===== config.mk =====
export PLATFORM = sky130hd
export DESIGN_NAME = imem_loader
export DESIGN_NICKNAME = d
export VERILOG_FILES = /design/src/rtl/imem_loader.sv
export SDC_FILE = /design/constraint.sdc
export NUM_CORES = 1
export LEC_CHECK = 0
export CORE_MARGIN = 4
export CORE_UTILIZATION = 25
export DETAILED_ROUTE_END_ITERATION = 7
export RECOVER_POWER = 25
export REMOVE_ABC_BUFFERS = 1
export SLEW_MARGIN = 10
export SYNTH_ARGS = -nofsm -noshare
export SYNTH_HDL_FRONTEND = slang
export SYNTH_SLANG_ARGS = --single-unit

===== constraint.sdc =====
create_clock -name clk -period 2.2 [get_ports clk]
set_input_delay 0.33 -clock clk [delete_from_list [all_inputs] [get_ports clk]]
set_output_delay 0.33 -clock clk [all_outputs]
set_load 0.02 [all_outputs]

===== src/rtl/imem_loader.sv =====
// Boot-time instruction memory loader.
// Receives a framed byte stream (LEN_LO, LEN_HI, 4*N data bytes, CSUM),
// packs the data bytes into little-endian 32-bit words and writes them to
// consecutive word addresses. The core is held in reset until the whole
// image is written and the XOR checksum has matched.
//
// Handshake: a byte transfers on any posedge where in_valid and in_ready
// are both high. The host may hold in_valid low for any number of cycles,
// and the loader keeps all of its partial state while it waits. in_ready
// depends only on the loader state and never on in_valid.
module imem_loader #(
  parameter int DEPTH_WORDS = 1024,
  parameter int ADDR_W      = 32
) (
  input  logic              clk,
  input  logic              rst_n,
  input  logic              start,
  input  logic              in_valid,
  input  logic [7:0]        in_data,
  output logic              in_ready,
  output logic              mem_write,
  output logic [ADDR_W-1:0] mem_addr,
  output logic [31:0]       mem_wdata,
  output logic              cpu_hold,
  output logic              done,
  output logic              error,
  output logic [15:0]       words_loaded,
  output logic [2:0]        dbg_state
);

  typedef enum logic [2:0] {
    S_LEN0  = 3'd0,
    S_LEN1  = 3'd1,
    S_DATA  = 3'd2,
    S_CHECK = 3'd3,
    S_DONE  = 3'd4,
    S_ERR   = 3'd5
  } state_t;

  localparam logic [16:0] DEPTH_L  = 17'(DEPTH_WORDS);
  localparam logic [15:0] DEPTH_16 = 16'(DEPTH_WORDS);

  state_t            state;
  state_t            state_nx;
  logic              fire;
  logic [15:0]       len;
  logic [15:0]       len_in;
  logic              len_too_big;
  logic [1:0]        lane;
  logic [23:0]       word_buf;
  logic [7:0]        csum;
  logic              last_word;
  logic [ADDR_W-1:0] word_addr;

  assign fire        = in_valid & in_ready;
  // Full length as it will be once the high byte in in_data is captured.
  assign len_in      = {in_data, len[7:0]};
  assign len_too_big = {1'b0, len_in} > DEPTH_L;
  // True while the byte on the link completes the final word of the image.
  assign last_word   = (lane == 2'd3) && ((words_loaded + 16'd1) == len);
  assign word_addr   = ADDR_W'(words_loaded) << 2;
  assign dbg_state   = state;

  // Next-state decode for the frame parser.
  always_comb begin
    state_nx = state;
    case (state)
      S_LEN0: begin
        if (fire) state_nx = S_LEN1;
      end
      S_LEN1: begin
        if (fire) begin
          if (len_too_big)          state_nx = S_ERR;
          else if (len_in == 16'd0) state_nx = S_CHECK;
          else                      state_nx = S_DATA;
        end
      end
      S_DATA: begin
        if (fire && last_word) state_nx = S_CHECK;
      end
      S_CHECK: begin
        if (fire) state_nx = (in_data == csum) ? S_DONE : S_ERR;
      end
      S_DONE, S_ERR: begin
        if (start) state_nx = S_LEN0;
      end
      default: state_nx = S_LEN0;
    endcase
  end

  // State register; the status outputs are decoded from the next state so
  // that they are flops aligned with the state itself.
  always_ff @(posedge clk or negedge rst_n) begin
    if (!rst_n) begin
      state    <= S_LEN0;
      in_ready <= 1'b1;
      cpu_hold <= 1'b1;
      done     <= 1'b0;
      error    <= 1'b0;
    end else begin
      state    <= state_nx;
      in_ready <= (state_nx == S_LEN0) || (state_nx == S_LEN1) ||
                  (state_nx == S_DATA) || (state_nx == S_CHECK);
      cpu_hold <= (state_nx != S_DONE);
      done     <= (state_nx == S_DONE);
      error    <= (state_nx == S_ERR);
    end
  end

  // Length capture, word assembly, running checksum and memory write port.
  always_ff @(posedge clk or negedge rst_n) begin
    if (!rst_n) begin
      len          <= '0;
      lane         <= '0;
      word_buf     <= '0;
      csum         <= '0;
      mem_write    <= 1'b0;
      mem_addr     <= '0;
      mem_wdata    <= '0;
      words_loaded <= '0;
    end else begin
      // The strobe is a single-cycle pulse unless re-armed below.
      mem_write <= 1'b0;
      case (state)
        S_LEN0: begin
          if (fire) len[7:0] <= in_data;
        end
        S_LEN1: begin
          if (fire) len[15:8] <= in_data;
        end
        S_DATA: begin
          if (fire) begin
            csum <= csum ^ in_data;
            if (lane == 2'd3) begin
              mem_write <= 1'b1;
              mem_addr  <= word_addr;
              mem_wdata <= {in_data, word_buf};
              lane      <= 2'd0;
              if (words_loaded != DEPTH_16) words_loaded <= words_loaded + 16'd1;
            end else begin
              case (lane)
                2'd0:    word_buf[7:0]   <= in_data;
                2'd1:    word_buf[15:8]  <= in_data;
                default: word_buf[23:16] <= in_data;
              endcase
              lane <= lane + 2'd1;
            end
          end
        end
        S_DONE, S_ERR: begin
          // A reload clears the per-image progress; memory is left alone.
          if (start) begin
            words_loaded <= '0;
            lane         <= '0;
            csum         <= '0;
          end
        end
        default: ;
      endcase
    end
  end

endmodule


==> impl_metrics.sql <==
INSERT INTO impl_metrics (metric_group, metric, value, unit) VALUES
('status', 'result_of_the_run', 'finished, final reports clean', ''),
('floorplan', 'design.core.area', '22640', 'sq um'),
('timing', 'rsz0062_at_grt', 'true', ''),
('timing', 'max-slew-margin-rel', '0.2785', ''),
('global_routing', 'global_route_wire_length_before_repair', '23.31', 'mm'),
('finish', 'finalNetCount', '636', ''),
('logic_synthesis', 'syn-mean-instance-area', '11.74', 'sq um'),
('power', 'p_leak', '0.003510', 'uW'),
('drt', 'route.antenna.remaining_nets', '0', ''),
('logic_synthesis', 'synth_edf_count', '0', ''),
('clock_tree', 'h-tree-depth', '4', ''),
('finish', 'final_cell_mix', '120 x dfrtp_1, 89 x mux2_2, 82 x clkdlybuf4s50_1, 52 x buf_4, 34 x o21ai_0', ''),
('finish', 'drive_gt1_frac', '0.3043', ''),
('drt', 'detail_route.wl_per_cell', '15.84', 'microns'),
('power', 'power_density', '874.6', 'nW/um^2'),
('timing', 'fin_skew', '0.008099', 'ns'),
('placement', 'io_buffers', '83', ''),
('drt', 'firstDrtPassIters', '5', ''),
('logic_synthesis', 'yosysTopAreaCellShare', '0.5230', ''),
('setup_path', 'critical_path_class', 'flop to flop', ''),
('flow_run', 'max_capacitance_violation_count', '0', ''),
('placement', 'gp_routability_congestion', '0.7804', ''),
('setup_path', 'timing.critical_path.required', '2.52', 'ns'),
('clock_tree', 'post-cts-setup-buffers', '0', ''),
('finish', 'diodes', '0', ''),
('setup_path', 'cp_max_fo', '5', ''),
('clock_tree', 'clock_path_buffers', '2', ''),
('finish', 'final_common_cell', 'dfrtp_1', ''),
('timing', 'maxSlewViolCount', '0', ''),
('timing', 'min_period_over_period', '0.9664', ''),
('global_routing', 'grt_max_degree', '47', ''),
('setup_path', 'critPathCaptureType', 'flop', ''),
('clock_tree', 'cts_num_sinks', '122', ''),
('logic_synthesis', 'yosys-top-cells-area', 'dfrtp_1 52%, mux2_2 17%, xnor2_1 4.3%', ''),
('drt', 'vias_per_cell', '4.459', ''),
('finish', 'final_cells', '916', ''),
('setup_path', 'worstPathArrival', '2.45', 'ns'),
('logic_synthesis', 'netlist_area', '5742', 'sq um'),
('logic_synthesis', 'async_reset_ff_frac', '1.000', ''),
('logic_synthesis', 'postSynthCellCount', '489', ''),
('timing', 'period_needed', '2.126', 'ns'),
('timing', 'achievable-frequency', '0.4704', 'GHz'),
('floorplan', 'floorplan.initialDensity', '0.2536', ''),
('logic_synthesis', 'postSynth.topFlopCell', 'dfrtp_1', ''),
('clock_tree', 'clk_pin_slew_worst_paths', '0.06', 'ns'),
('timing', 'finalSetupViolCount', '0', ''),
('timing', 'final.setup.tns', '0', 'ns'),
('setup_path', 'crit_path_start_kind', 'flop', ''),
('clock_tree', 'numCtsBuffers', '17', ''),
('floorplan', 'rows', '55', ''),
('drt', 'drt_drc_violations_left', '0', ''),
('floorplan', 'die_height', '159.6', 'microns'),
('floorplan', 'die_width', '159.6', 'microns'),
('drt', 'drt-initial-drc-count', '168', ''),
('finish', 'area.growth.synth_to_final', '36.39', '%'),
('power', 'power.ir.vdd_worst', '0.5376', 'mV'),
('timing', 'hold_vio_cnt_final', '0', ''),
('global_routing', 'initial_antenna_violation_count', '0', ''),
('worst_hold_path', 'timing.hold.worst.class', 'flop to flop', ''),
('timing', 'worst-slew-pin-transition', '1.082', 'ns'),
('clock_tree', 'clk_latency', '0.42', 'ns'),
('logic_synthesis', 'synth_cell_types', '46', ''),
('placement', 'dp_cells', '883', ''),
('drt', 'overall_routed_net_length', '14.51', 'mm'),
('logic_synthesis', 'yosys_warnings', '0', ''),
('clock_tree', 'cts.root.buffer_cell', 'clkbuf_16', ''),
('global_routing', 'number_of_global_route_vias_before_repair', '4110', ''),
('drt', 'via_count', '4084', ''),
('logic_synthesis', 'synth.largest_area_cell', 'dfrtp_1', ''),
('logic_synthesis', 'synth_seq_cells', '122', ''),
('logic_synthesis', 'synth.yosys.seq_area_share', '0.5321', ''),
('global_routing', 'groute.usage.overall', '0.1174', ''),
('placement', 'dp.final_hpwl', '10.48', 'mm'),
('clock_tree', 'clock_tree_from_tritoncts', 'yes', ''),
('floorplan', 'boundaryPins', '100', ''),
('finish', 'fillers', '2237', ''),
('global_routing', 'grt.overflow.total', '0', ''),
('floorplan', 'die-area', '25460', 'sq um');
==> sequential cells by signal, indices dropped and copies added, names as in the netlist, 2 cells and up <==
name / flops
word_buf: 24
mem_wdata: 32
csum: 8
words_loaded: 16
lane: 2
dbg_state: 3
len: 16
mem_addr: 16
==> cell type report <==
cell class                      count  area (sq um)  area share
Clock buffer                       20         456.7     0.05832
Clock inverter                     12         162.7     0.02077
Inverter                            6         22.52    0.002876
Multi-Input combinational cell    328          2457      0.3138
Sequential cell                   122          3055      0.3902
Tap cell                          285         356.6     0.04553
Timing Repair Buffer              143          1320      0.1686
==> metrics by stage <==
stage                 util  worst slack (ns)  cell area, sq um  total power, uW  hold slack (ns)
finish              0.3459           0.07400              7831             6849           0.4987
global route        0.3459          -0.01245              7831             7187           0.5128
CTS                 0.3460          0.009598              7834             6954           0.4664
detailed placement  0.3182           0.01606              7204             3962           0.3644
global placement    0.3182           0.05774              7204             3946           0.3644
floorplan                -            -1.090              5525             3430          0.03441
==> repair_timing <==
action                                  in CTS  in global routing
hold endpoints to repair                    35                  0
endpoints found under the setup margin       0                 15
resized for setup                            0                  2
hold buffers                                 1                  0
==> cells in the mapped netlist (4+ instances only) <==
| master | n |
|---|---|
| buf_4 | 19 |
| nand3_1 | 13 |
| nor2_1 | 28 |
| xor2_1 | 7 |
| nor4_1 | 4 |
| buf_2 | 11 |
| o31ai_1 | 8 |
| clkbuf_1 | 17 |
| o21ai_0 | 34 |
| o21ai_1 | 4 |
| inv_1 | 6 |
| ha_1 | 6 |
| nand3b_1 | 4 |
| dfrtp_1 | 120 |
| and3_1 | 5 |
| xnor2_1 | 28 |
| a21oi_1 | 11 |
| and2_1 | 5 |
| mux2_2 | 89 |
| nand2_1 | 28 |
| nand4_1 | 8 |
| nor3_1 | 5 |
==> per-layer routing <==
metal | wire length (microns) | up-vias | GRT usage
li1 | - | 1948 | -
met1 | 6730 | 2031 | 0.1543
met5 | 0 | - | 0
met2 | 6815 | 92 | 0.1846
met4 | 136 | 0 | 0.02959
met3 | 832 | 13 | 0.04245
==> worst paths after layout <==
kind | from | to | slack, ns | depth (start not counted)
min in group asynchronous | rst_n | mem_wdata[27] | 0.66 | 2
worst min-delay path | word_buf[6] | mem_wdata[6] | 0.50 | 1
worst max-delay path | words_loaded[0] | dbg_state[0] | 0.07 | 6
max in group asynchronous | rst_n | mem_addr[16] | 0.43 | 3
worst max register to register | words_loaded[0] | dbg_state[0] | 0.07 | 6
worst min register to register | word_buf[6] | mem_wdata[6] | 0.50 | 1
==> power by group <==
| part | internal (uW) | leakage, uW | switching (uW) |
|---|---|---|---|
| clock | 1850 | 0.000298 | 1080 |
| combinational | 626 | 0.00155 | 590 |
| sequential | 2490 | 0.00166 | 213 |
| total | 4970 | 0.00351 | 1880 |
==> critical path, cell delays in order, from the launching register on <==
cell and delay, ns:
dfrtp_1 0.42, ha_1 0.26, and3_1 0.17, o41ai_2 0.33, a21oi_1 0.10, or4_1 0.51, o31ai_2 0.24
==> kinds of logic (layout without fill, tap and decap cells) <==
| logic type | Yosys count | count (layout) | share of synthesized area |
|---|---|---|---|
| buffers and inverters | 54 | 181 | 0.05143 |
| XOR/XNOR | 35 | 35 | 0.05339 |
| adder cells (fa/ha/maj) | 6 | 6 | 0.01307 |
| multiplexers | 92 | 92 | 0.1798 |
| other | 1 | 16 | 0.0006531 |
| flip-flops | 122 | 122 | 0.5321 |
| AO/OA/AOI/OAI | 67 | 67 | 0.06995 |
| AND/OR/NAND/NOR | 112 | 112 | 0.09959 |
Note: power is estimated with default switching activity, not from simulation.
